===== src/rtl/mux8_rr_arbiter.sv =====
// mux8_rr_arbiter
//   Round-robin arbiter that shares one 8:1 analog/digital mux channel among
//   eight requesters. It drives the mux select (A=SEL[2], B=SEL[1], C=SEL[0])
//   and the active-low enable directly. Between any two grants the mux is
//   disabled for at least one cycle (break-before-make), so the output never
//   switches sources while enabled.
//
//   Handshake: a source raises REQ[i] and holds it high for as long as it
//   needs the channel; GNT[i] (registered) tells it that it owns the channel.
//   Dropping REQ[i] while granted releases the channel at the next edge.
//
//   Optional feature: define MUX_ARB_TIMEOUT_EN to bound every grant to
//   MAX_HOLD cycles; a forced release pulses TIMEOUT for one cycle.
//   Without the macro there is no hold counter and TIMEOUT is tied low.
//
// Ports
//   clk         clock, rising edge
//   rst         synchronous active-high reset
//   REQ[7:0]    request per source
//   GNT[7:0]    one-hot grant, zero when idle
//   SEL[2:0]    index of granted source (holds last value while idle)
//   EN_L        mux enable, active low, low only while granted
//   BUSY        high while in GRANT
//   TIMEOUT     one-cycle pulse after a forced release
//   dbg_state_o current FSM state (1 = GRANT), for checkers
module mux8_rr_arbiter #(
  parameter int MAX_HOLD = 16,
  parameter int CNT_W    = 5
) (
  input  logic       clk,
  input  logic       rst,
  input  logic [7:0] REQ,
  output logic [7:0] GNT,
  output logic [2:0] SEL,
  output logic       EN_L,
  output logic       BUSY,
  output logic       TIMEOUT,
  output logic       dbg_state_o
);

  // Reject an out-of-range hold limit at elaboration in every build.
  if (MAX_HOLD < 1 || MAX_HOLD > (2 ** CNT_W) - 1) begin : g_bad_max_hold
    $error("mux8_rr_arbiter: MAX_HOLD out of range for CNT_W");
  end

  typedef enum logic {
    S_IDLE  = 1'b0,
    S_GRANT = 1'b1
  } state_e;

  state_e     state_q, state_d;
  logic [2:0] ptr_q, ptr_d;
  logic [2:0] sel_q, sel_d;
  logic [7:0] gnt_q, gnt_d;
  logic       en_l_q, en_l_d;
  logic       busy_q, busy_d;

`ifdef MUX_ARB_TIMEOUT_EN
  logic [CNT_W-1:0] cnt_q, cnt_d;
  logic             timeout_q, timeout_d;
`endif

  // Winner search: first requesting index starting at ptr, wrapping mod 8.
  logic       win_found;
  logic [2:0] win_idx;
  logic [2:0] cand;

  always_comb begin
    win_found = 1'b0;
    win_idx   = ptr_q;
    cand      = ptr_q;
    for (int k = 0; k < 8; k++) begin
      cand = ptr_q + 3'(k);
      if (!win_found && REQ[cand]) begin
        win_found = 1'b1;
        win_idx   = cand;
      end
    end
  end

  always_comb begin
    state_d = state_q;
    ptr_d   = ptr_q;
    sel_d   = sel_q;
    gnt_d   = gnt_q;
    en_l_d  = en_l_q;
    busy_d  = busy_q;
`ifdef MUX_ARB_TIMEOUT_EN
    cnt_d     = cnt_q;
    timeout_d = 1'b0;
`endif
    unique case (state_q)
      S_IDLE: begin
`ifdef MUX_ARB_TIMEOUT_EN
        cnt_d = '0;
`endif
        if (win_found) begin
          state_d = S_GRANT;
          sel_d   = win_idx;
          gnt_d   = 8'h01 << win_idx;
          en_l_d  = 1'b0;
          busy_d  = 1'b1;
`ifdef MUX_ARB_TIMEOUT_EN
          cnt_d = CNT_W'(1);
`endif
        end
      end
      S_GRANT: begin
        // Release (normal drop or forced) always lands in IDLE, which is
        // what guarantees the enable-off gap before the next grant.
        if (!REQ[sel_q]) begin
          state_d = S_IDLE;
          ptr_d   = sel_q + 3'd1;
          gnt_d   = 8'h00;
          en_l_d  = 1'b1;
          busy_d  = 1'b0;
`ifdef MUX_ARB_TIMEOUT_EN
          cnt_d = '0;
`endif
        end
`ifdef MUX_ARB_TIMEOUT_EN
        else if (cnt_q == CNT_W'(MAX_HOLD)) begin
          state_d   = S_IDLE;
          ptr_d     = sel_q + 3'd1;
          gnt_d     = 8'h00;
          en_l_d    = 1'b1;
          busy_d    = 1'b0;
          cnt_d     = '0;
          timeout_d = 1'b1;
        end else if (cnt_q != '1) begin
          cnt_d = cnt_q + CNT_W'(1);
        end
`endif
      end
      default: state_d = S_IDLE;
    endcase
  end

  always_ff @(posedge clk) begin
    if (rst) begin
      state_q <= S_IDLE;
      ptr_q   <= 3'd0;
      sel_q   <= 3'd0;
      gnt_q   <= 8'h00;
      en_l_q  <= 1'b1;
      busy_q  <= 1'b0;
`ifdef MUX_ARB_TIMEOUT_EN
      cnt_q     <= '0;
      timeout_q <= 1'b0;
`endif
    end else begin
      state_q <= state_d;
      ptr_q   <= ptr_d;
      sel_q   <= sel_d;
      gnt_q   <= gnt_d;
      en_l_q  <= en_l_d;
      busy_q  <= busy_d;
`ifdef MUX_ARB_TIMEOUT_EN
      cnt_q     <= cnt_d;
      timeout_q <= timeout_d;
`endif
    end
  end

  assign GNT         = gnt_q;
  assign SEL         = sel_q;
  assign EN_L        = en_l_q;
  assign BUSY        = busy_q;
  assign dbg_state_o = (state_q == S_GRANT);
`ifdef MUX_ARB_TIMEOUT_EN
  assign TIMEOUT = timeout_q;
`else
  assign TIMEOUT = 1'b0;
`endif

endmodule

===== config.mk =====
export PLATFORM = sky130hd
export DESIGN_NAME = mux8_rr_arbiter
export DESIGN_NICKNAME = d
export VERILOG_FILES = /design/src/rtl/mux8_rr_arbiter.sv
export SDC_FILE = /design/constraint.sdc
export NUM_CORES = 1
export LEC_CHECK = 0
export BUFFER_PORTS_ARGS = -buffer_cell sky130_fd_sc_hd__buf_2
export CAP_MARGIN = 10
export CELL_PAD_IN_SITES_DETAIL_PLACEMENT = 1
export CELL_PAD_IN_SITES_GLOBAL_PLACEMENT = 1
export CORE_MARGIN = 10
export CORE_UTILIZATION = 47
export DETAILED_ROUTE_END_ITERATION = 8
export GPL_ROUTABILITY_DRIVEN = 0
export PLACE_DENSITY = 0.94
export SYNTH_ARGS = -nofsm -noshare
export SYNTH_HDL_FRONTEND = slang
export SYNTH_SLANG_ARGS = --single-unit
export TNS_END_PERCENT = 10

===== constraint.sdc =====
create_clock -name clk -period 8.95 [get_ports clk]
set_input_delay 1.3425 -clock clk [delete_from_list [all_inputs] [get_ports clk]]
set_output_delay 1.3425 -clock clk [all_outputs]
set_load 0.05 [all_outputs]

# Word level (Yosys, flattened, before mapping)
# Index checks and enable logic that the tools add are counted.
word_totals:
  regBits: 17
  in_bits: 10
  output_inout_bits: 15
  word_cells: 90
op_classes:
  n_addsub: 8
  n_lt_le_gt_ge: 9
  eq_ne: 2
  shift: 1
  n_mux: 45
  bitwise_logic: 2
  n_reduce_logical: 17
ops:
  columns: ["op", "count"]
  rows:
  - ["< comparator 3 x 4 -> 1 bit, second input constant", 9]
  - ["binary-select mux 1 bit (select 3 bit)", 9]
  - ["2-to-1 mux 1 bit", 23]
  - ["2-to-1 mux 3 bit", 7]
  - ["2-to-1 mux 8 bit", 2]
  - ["case mux 8 bit (2 select lines)", 1]
  - ["adder 3 bit, second input constant", 4]
  - ["left shift 1 x 3 -> 8 bit, first input constant", 1]
  - ["logical AND 1 bit", 7]
  - ["zero test 1 bit", 7]
  - ["adder 3 x 1 -> 3 bit, second input constant", 2]
  - ["adder 3 x 2 -> 3 bit, second input constant", 2]
  - ["case mux 1 bit (2 select lines)", 3]
  - ["AND reduction 2 bit", 3]
  - ["inequality test 2 bit, second input constant", 2]
  - ["NOT 1 bit", 2]

# Logic depth before layout (Yosys ltp)
# Gate-level depths: netlist (run 1).
logic_depth:
  word_depth: 27
  ltp_mapped: 13
  ltp_nobuf: 10

# Least setup slack after synthesis (run 1)
# No wires, ideal clock.
synth_path:
  path_kind: "in2reg"
  from: "in REQ[7]"
  to: "reg gnt_q[0], in the netlist GNT[0]"
  setup_time_ns: 0.117
  t_arrival_ns: 3.496
  t_required_ns: 8.833
  path_slack_ns: 5.337
  cell_stages: 9
  n_path_buf: 1
  cell_sequence: "mux4_2 mux2_2 o32a_1 buf_6 o31a_1 o32ai_2 a21oi_2 nor2b_1 a22o_1"
synth_between:
  elab_chain_cells: 27
  word_cells_on_any_way: 53
  classes_between: "eq/ne (2); shift (1); mux (35); reduce/logical (15)"
synth_lines:
  columns: ["item", "line", "rtl"]
  rows:
  - ["start: declaration", "32", "input logic [7:0] REQ,"]
  - ["binary-select mux 1 bit (select 3 bit)", "74", "if (!win_found && REQ[cand]) begin"]
  - ["2-to-1 mux 1 bit (implied by the code)", "74", null]
  - ["2-to-1 mux 1 bit", "74", null]
  - ["zero test 1 bit", "74", null]
  - ["logical AND 1 bit", "74", null]
  - ["2-to-1 mux 1 bit", "74", null]
  - ["zero test 1 bit", "74", null]
  - ["logical AND 1 bit", "74", null]
  - ["[... 11 more ...]", null, null]
  - ["logical AND 1 bit", "74", null]
  - ["2-to-1 mux 1 bit", "74", null]
  - ["zero test 1 bit", "74", null]
  - ["logical AND 1 bit", "74", null]
  - ["2-to-1 mux 3 bit", "74", null]
  - ["left shift 1 x 3 -> 8 bit", "100", "gnt_d = 8'h01 << win_idx;"]
  - ["2-to-1 mux 8 bit", "97", "if (win_found) begin"]
  - ["case mux 8 bit (2 select lines)", "92", "unique case (state_q)"]
  - ["end signal: assignment", "155", "gnt_q <= gnt_d;"]
  - ["end: declaration", "54", "logic [7:0] gnt_q, gnt_d;"]
# Several ways; a longest one is shown, not always the timed one. The select of a mux whose other input is x is not followed.
# A chain may end at the register's enable or synchronous reset.

# Worst setup path after layout (run 1)
layout_path:
  from: "reg ptr_q[0]"
  to: "reg gnt_q[6], in the netlist GNT[6]"
layout_between:
  elab_chain_cells: 27
  word_cells_on_any_way: 57
  classes_between: "add/sub (7); eq/ne (1); shift (1); mux (33); reduce/logical (15)"
layout_lines:
  columns: ["item", "line", "rtl"]
  rows:
  - ["start: declaration", "52", "logic [2:0] ptr_q, ptr_d;"]
  - ["start signal: assignment", "153", "ptr_q <= ptr_d;"]
  - ["parallel branches: the longest is 27 deep, another holds adder 3 x 1 -> 3 bit", null, null]
# Parallel ways; which one is timed is not known. The select of a mux whose other input is x is not followed.

==> impl_metrics.toml, run 1 <==
[placement]
place_hpwl_mm = 3.81
dp_cells = 225
pre_cts_ws_ns = 4.73
io_buffers = 23

[power]
ir_worst_vdd_v = 0.000153
power_leakage_nw = 0.660
power_density_nw_per_um2 = 246
total_power_uw = 426

[grt]
grt_start_max_net_pins = 19
antenna_found_initial = 0
top_usage_layer = "met2"
met3_usage = 0.0308
grt_overflow = 0
grt_first_pass_wirelength_mm = 8.20
met1_usage = 0.184
use_met2 = 0.298
grt.total_usage = 0.159
grt_pass1_vias = 1590

[detailed_routing]
drc = 0
num_vias = 1459
drt_wl_total_mm = 4.82
ant_nets = 0
drtIter0Drc = 101
drtPass1Iterations = 6
wl_per_cell_um = 21.1
via_per_inst = 6.37

[floorplan]
die_area_um2 = 6090
core-area_um2 = 3280
num_rows = 21
die_h_um = 78.0
initial_utilization = 0.482
pin_count = 25
die_x_um = 78.0

[timing]
max_freq_ghz = 0.235
finalCriticalPeriod_ns = 4.25
finalHoldViolCount = 0
fin_skew_ns = 0.0121
fin_setup_tns_ns = 0
fin_crit_sh = 0.475
maxSlewHeadroom = 0.491
setup_viol = 0
drv_slew = 0
rsz0062_at_grt = "no"
setup_ws_ns = 4.70
tightest_slew_ns = 0.763

[critical_path]
critical_path.top_delay_family = "simple AND/OR/NAND/NOR gates"
cpMostUsedCell = "nor2_2"
critPathLaunchType = "flip-flop"
crit_buf_inv = 1
cp_cell_sequence = "inv_1 > ha_1 > mux4_2 > mux2_2 > o32a_1 > or2_1 > nor2_2 > nor2_2 > nor2_2 > a22o_1"
cpMaxStageDelayCell = "dfxtp_1"
worstPathMaxFanout = 12
end_kind = "flip-flop"
cp.arrival_ns = 4.50
worst-setup-path-type = "reg2reg"
cp_slowest_stage_delay_ns = 0.68
required_ns = 9.20

[synth]
synth-main-ff-cell = "dfxtp_1"
synthXorXnorAreaFrac = 0.0387
synthMuxAreaShare = 0.278
async_flop_share = 0
yosys_warnings = 0
synth.distinct_cells = 53
synthesis.area_um2 = 1580
syn_avg_cell_area_um2 = 9.59
synth_top_family_by_area = "multiplexers"
synthCells = 165
yosys.area_share.simple = 0.179
synth-adder-area-share = 0.0237
yosysSeqAreaShare = 0.215
ys_ff_latch = 17
synth_nets = 178
synth_edf_count = 0
synth_compound_area_frac = 0.213

[clocking]
clkLatencyLatePin_ns = 0.30
cts_buffers = 3
root_buffer = "clkbuf_4"
cts_resized = 0
cts_tree = "yes"
cts_max_path_buffers = 2
cts_max_level = 1
cts_hold_buf = 0
path_clk_slew_ns = 0.11
clock-sinks = 17
cts_setup_buffers = 0

[outcome]
status = "finished clean"

[final_layout]
utilization = 0.526
drive_gt1_frac = 0.295
area_delta_synth_final_pct = 9.17
final_cells = 229
final_nets = 197
n_antenna_cell = 0

[hold_path]
hold_path.class = "reg2reg"

[job]
drv_cap = 0
==> through the flow <==
step           hold WS [ns]  cell area [µm²]
2_1_floorplan         0.657             1580
3_3_place_gp          0.461             1700
3_5_place_dp          0.463             1700
4_1_cts               0.491             1730
5_1_grt               0.505             1730
6_report              0.494             1730
==> worst reg2reg max path: stages, from the launching register on <==
cell and delay [ns]:
dfxtp_1 0.68, inv_1 0.24, ha_1 0.69, mux4_2 0.58, mux2_2 0.30, o32a_1 0.35
or2_1 0.34, nor2_2 0.35, nor2_2 0.15, nor2_2 0.34, a22o_1 0.21
==> flip-flops by register name, indices dropped and copies added, names as in the netlist <==
signal and count:
BUSY 1, EN_L 1, GNT 8, SEL 3, dbg_state_o 1, ptr_q 3
==> report_power, final <==
group | internal (mW) | total [mW] | switching (mW)
registers | 0.0886 | 0.109 | 0.0204
logic | 0.103 | 0.276 | 0.172
clock network | 0.0166 | 0.0413 | 0.0247
==> cell usage in the layout, fill, tap and decap left out, types with 2 or more instances in the layout <==
master and n:
a21oi_1 7, nand2_1 12, o21a_1 2, a211oi_1 2, a22o_1 8, clkbuf_4 3
nor2b_1 5, o22ai_1 3, inv_1 6, mux2_2 4, ha_1 3, and2_1 3
and3b_1 2, dfxtp_1 17, xnor2_1 4, mux2i_1 8, o21ai_0 6, nand2b_1 4
nand3_1 2, mux4_2 14, nor2_1 12, xor2_1 3, nor2_2 3, buf_2 23
==> cells in the mapped netlist, types with 3 or more instances <==
cell type	count	area, µm²
mux2i_1	8	80.1
xor2_1	3	26.3
ha_1	3	37.5
nor2b_1	5	31.3
mux2_2	4	45.0
inv_1	6	22.5
mux4_2	14	315
nand2b_1	4	25.0
nor2_1	12	45.0
a22o_1	8	70.1
nand2_1	12	45.0
o22ai_1	3	18.8
xnor2_1	4	35.0
nor2_2	3	18.8
dfxtp_1	17	340
o21ai_0	6	30.0
a21oi_1	7	35.0
and2_1	3	18.8
==> worst paths after layout <==
check	slack, ns	end	start	cells after the start
hold reg to reg	0.49	GNT[1]	GNT[1]	1
setup / recovery	4.70	GNT[6]	ptr_q[0]	10
hold / removal	0.49	GNT[1]	GNT[1]	1
setup reg to reg	4.70	GNT[6]	ptr_q[0]	10
==> logic make-up (layout without fill, tap and decap cells) <==
| group | count (synthesis) | count (layout) |
|---|---|---|
| xor gates and xnor gates | 7 | 7 |
| buffers and inverters | 15 | 33 |
| muxes | 26 | 26 |
| AOI/OAI and AO/OA | 44 | 44 |
| and+or+nand+nor | 52 | 52 |
| adders and majority gates | 3 | 3 |
| DFF | 17 | 17 |
| other | 1 | 1 |
==> metal layers <==
| metal | share of wire | vias to the layer above | wire length, µm |
|---|---|---|---|
| met2 | 0.54 | 54 | 2590 |
| li1 | - | 668 | - |
| met5 | 0 | - | 0 |
| met1 | 0.40 | 729 | 1950 |
| met3 | 0.050 | 8 | 241 |
| met4 | 0.010 | 0 | 49 |
==> layout make-up <==
class	count	area (µm²)
fill	394	1560
multi-input combinational	133	1160
sequential	17	340
timing repair buffer	23	115
tap	46	57.6
clock buffer	3	22.5
inverter	6	22.5
clock inverter	1	5.00
No activity file was read; power rests on OpenSTA's default activity.
==> run 2: changes to the inputs <==
Settings changed: CORE_UTILIZATION 47 to 43, PLACE_DENSITY 0.94 to 0.88.
Clock period 8.95 ns to 4.36 ns, I/O delays scaled along.
==> run 2 against run 1 <==
  * Die area grew 6.9%
  * Largest cell class unchanged
  * Sequential power up 97%
  * Count of clock-buffer cells in the layout unchanged
  * Clock power rose to 2.9 times the previous value
  * Design area up 1.5%
  * Utilization decreased by 1.6 points
  * Maximum frequency rose by 4.8%
  * Worst setup slack worse by 4.4 ns
  * Flip-flop and latch count did not move
  * Sequential share of layout area shrank 0.29 points
==> impl_metrics.toml, run 2 (same netlist as run 1, synthesis figures left out) <==
[grt]
use_met2 = 0.257
top_usage_layer = "met2"
grt_start_max_net_pins = 19
grt_first_pass_wirelength_mm = 8.02
grt.total_usage = 0.151
grt_overflow = 0
grt_pass1_vias = 1605
met3_usage = 0.0245
antenna_found_initial = 0
met1_usage = 0.180

[clocking]
cts_hold_buf = 0
cts_max_path_buffers = 2
cts_tree = "yes"
cts_resized = 0
clock-sinks = 17
cts_setup_buffers = 0
cts_max_level = 1
path_clk_slew_ns = 0.07
clkLatencyLatePin_ns = 0.25
root_buffer = "clkbuf_8"
cts_buffers = 3

[power]
total_power_uw = 904
power_density_nw_per_um2 = 515
power_leakage_nw = 0.674
ir_worst_vdd_v = 0.000294

[final_layout]
largest_reg_flops = 8
area_delta_synth_final_pct = 10.8
n_antenna_cell = 0
drive_gt1_frac = 0.299
final_nets = 198
final_common_cell = "buf_2"
layout_common_cells = "buf_2 (23), dfxtp_1 (17), mux4_2 (14)"

[critical_path]
cp_slowest_stage_delay_ns = 0.65
crit_buf_inv = 1
reg2regPathDepth = 10
cpMostUsedCell = "nor2_2"
cpMaxStageDelayCell = "dfxtp_1"
cp.arrival_ns = 4.26
critical_path.top_delay_family = "simple AND/OR/NAND/NOR gates"
worst-setup-path-type = "reg2reg"
end_kind = "flip-flop"
required_ns = 4.56
rrSetupSlack_ns = 0.30
cp_cell_sequence = "inv_1 > ha_1 > mux4_2 > mux2_2 > o32a_1 > or2_1 > nor2_2 > nor2_2 > nor2_2 > a22o_1"
rr_startpoint = "ptr_q[1]"
worstPathMaxFanout = 13
critPathLaunchType = "flip-flop"
r2r-end = "GNT[5]"

[detailed_routing]
ant_nets = 0
drtIter0Drc = 76
wl_per_cell_um = 20.4
drc = 0
drtPass1Iterations = 4
via_per_inst = 6.36
num_vias = 1462
drt_wl_total_mm = 4.69

[placement]
io_buffers = 23
place_hpwl_mm = 3.54
pre_cts_ws_ns = 0.387

[timing]
finalCriticalPeriod_ns = 4.06
fin_skew_ns = 0.00445
tightest_slew_ns = 0.779
setup_viol = 0
rsz0062_at_grt = "no"
maxSlewHeadroom = 0.480
finalHoldViolCount = 0
max_freq_ghz = 0.246
setup_ws_ns = 0.301
fin_crit_sh = 0.931
fin_setup_tns_ns = 0
drv_slew = 0

[hold_path]
whs_path_depth = 1
min_from = "GNT[6]"
worst_hold_path.endpoint = "GNT[6]"
hold_path.class = "reg2reg"

[floorplan]
die_h_um = 80.7
num_rows = 21
die_area_um2 = 6510
pin_count = 25
die_x_um = 80.7
core-area_um2 = 3440
initial_utilization = 0.460

[outcome]
status = "finished clean"

[job]
drv_cap = 0
[run 2: how the worst max path moves through the flow]
stage	startpoint	cells after the start	to	slack, ns
after CTS	ptr_q[1]	10	GNT[3]	0.35
after global placement	ptr_q[1]	10	GNT[5]	0.65
after detailed placement	ptr_q[1]	10	GNT[5]	0.39
after global routing	ptr_q[1]	10	GNT[5]	0.03
after floorplan	ptr_q[1]	13	GNT[0]	0.86
final	ptr_q[1]	10	GNT[5]	0.30
[run 2: area by class of cell]
type                       count  area [µm²]
fill                         400        1690
multi-input combinational    133        1160
sequential                    17         340
timing repair buffer          24         123
tap                           46        57.6
clock buffer                   3        41.3
inverter                       6        22.5
clock inverter                 1        5.00
[run 2: where the power goes]
group / internal, mW / switching (mW)
logic: 0.215 / 0.357
clock network: 0.0634 / 0.0544
registers: 0.182 / 0.0329
[run 2: through the flow]
stage	utilization	instances	area [µm²]	hold WS, ns
6_report	0.510	230	1750	0.488
5_1_grt	0.510	230	1750	0.512
4_1_cts	0.510	230	1750	0.487
3_5_place_dp	0.496	226	1710	0.467
3_3_place_gp	0.496	226	1710	0.461
2_1_floorplan	-	165	1580	0.657
[run 2: layer usage]
metal  part of all wire  vias up
met2               0.51       40
met3              0.040       15
met4              0.030        0
met1               0.42      740
met5                  0        -
li1                   -      667
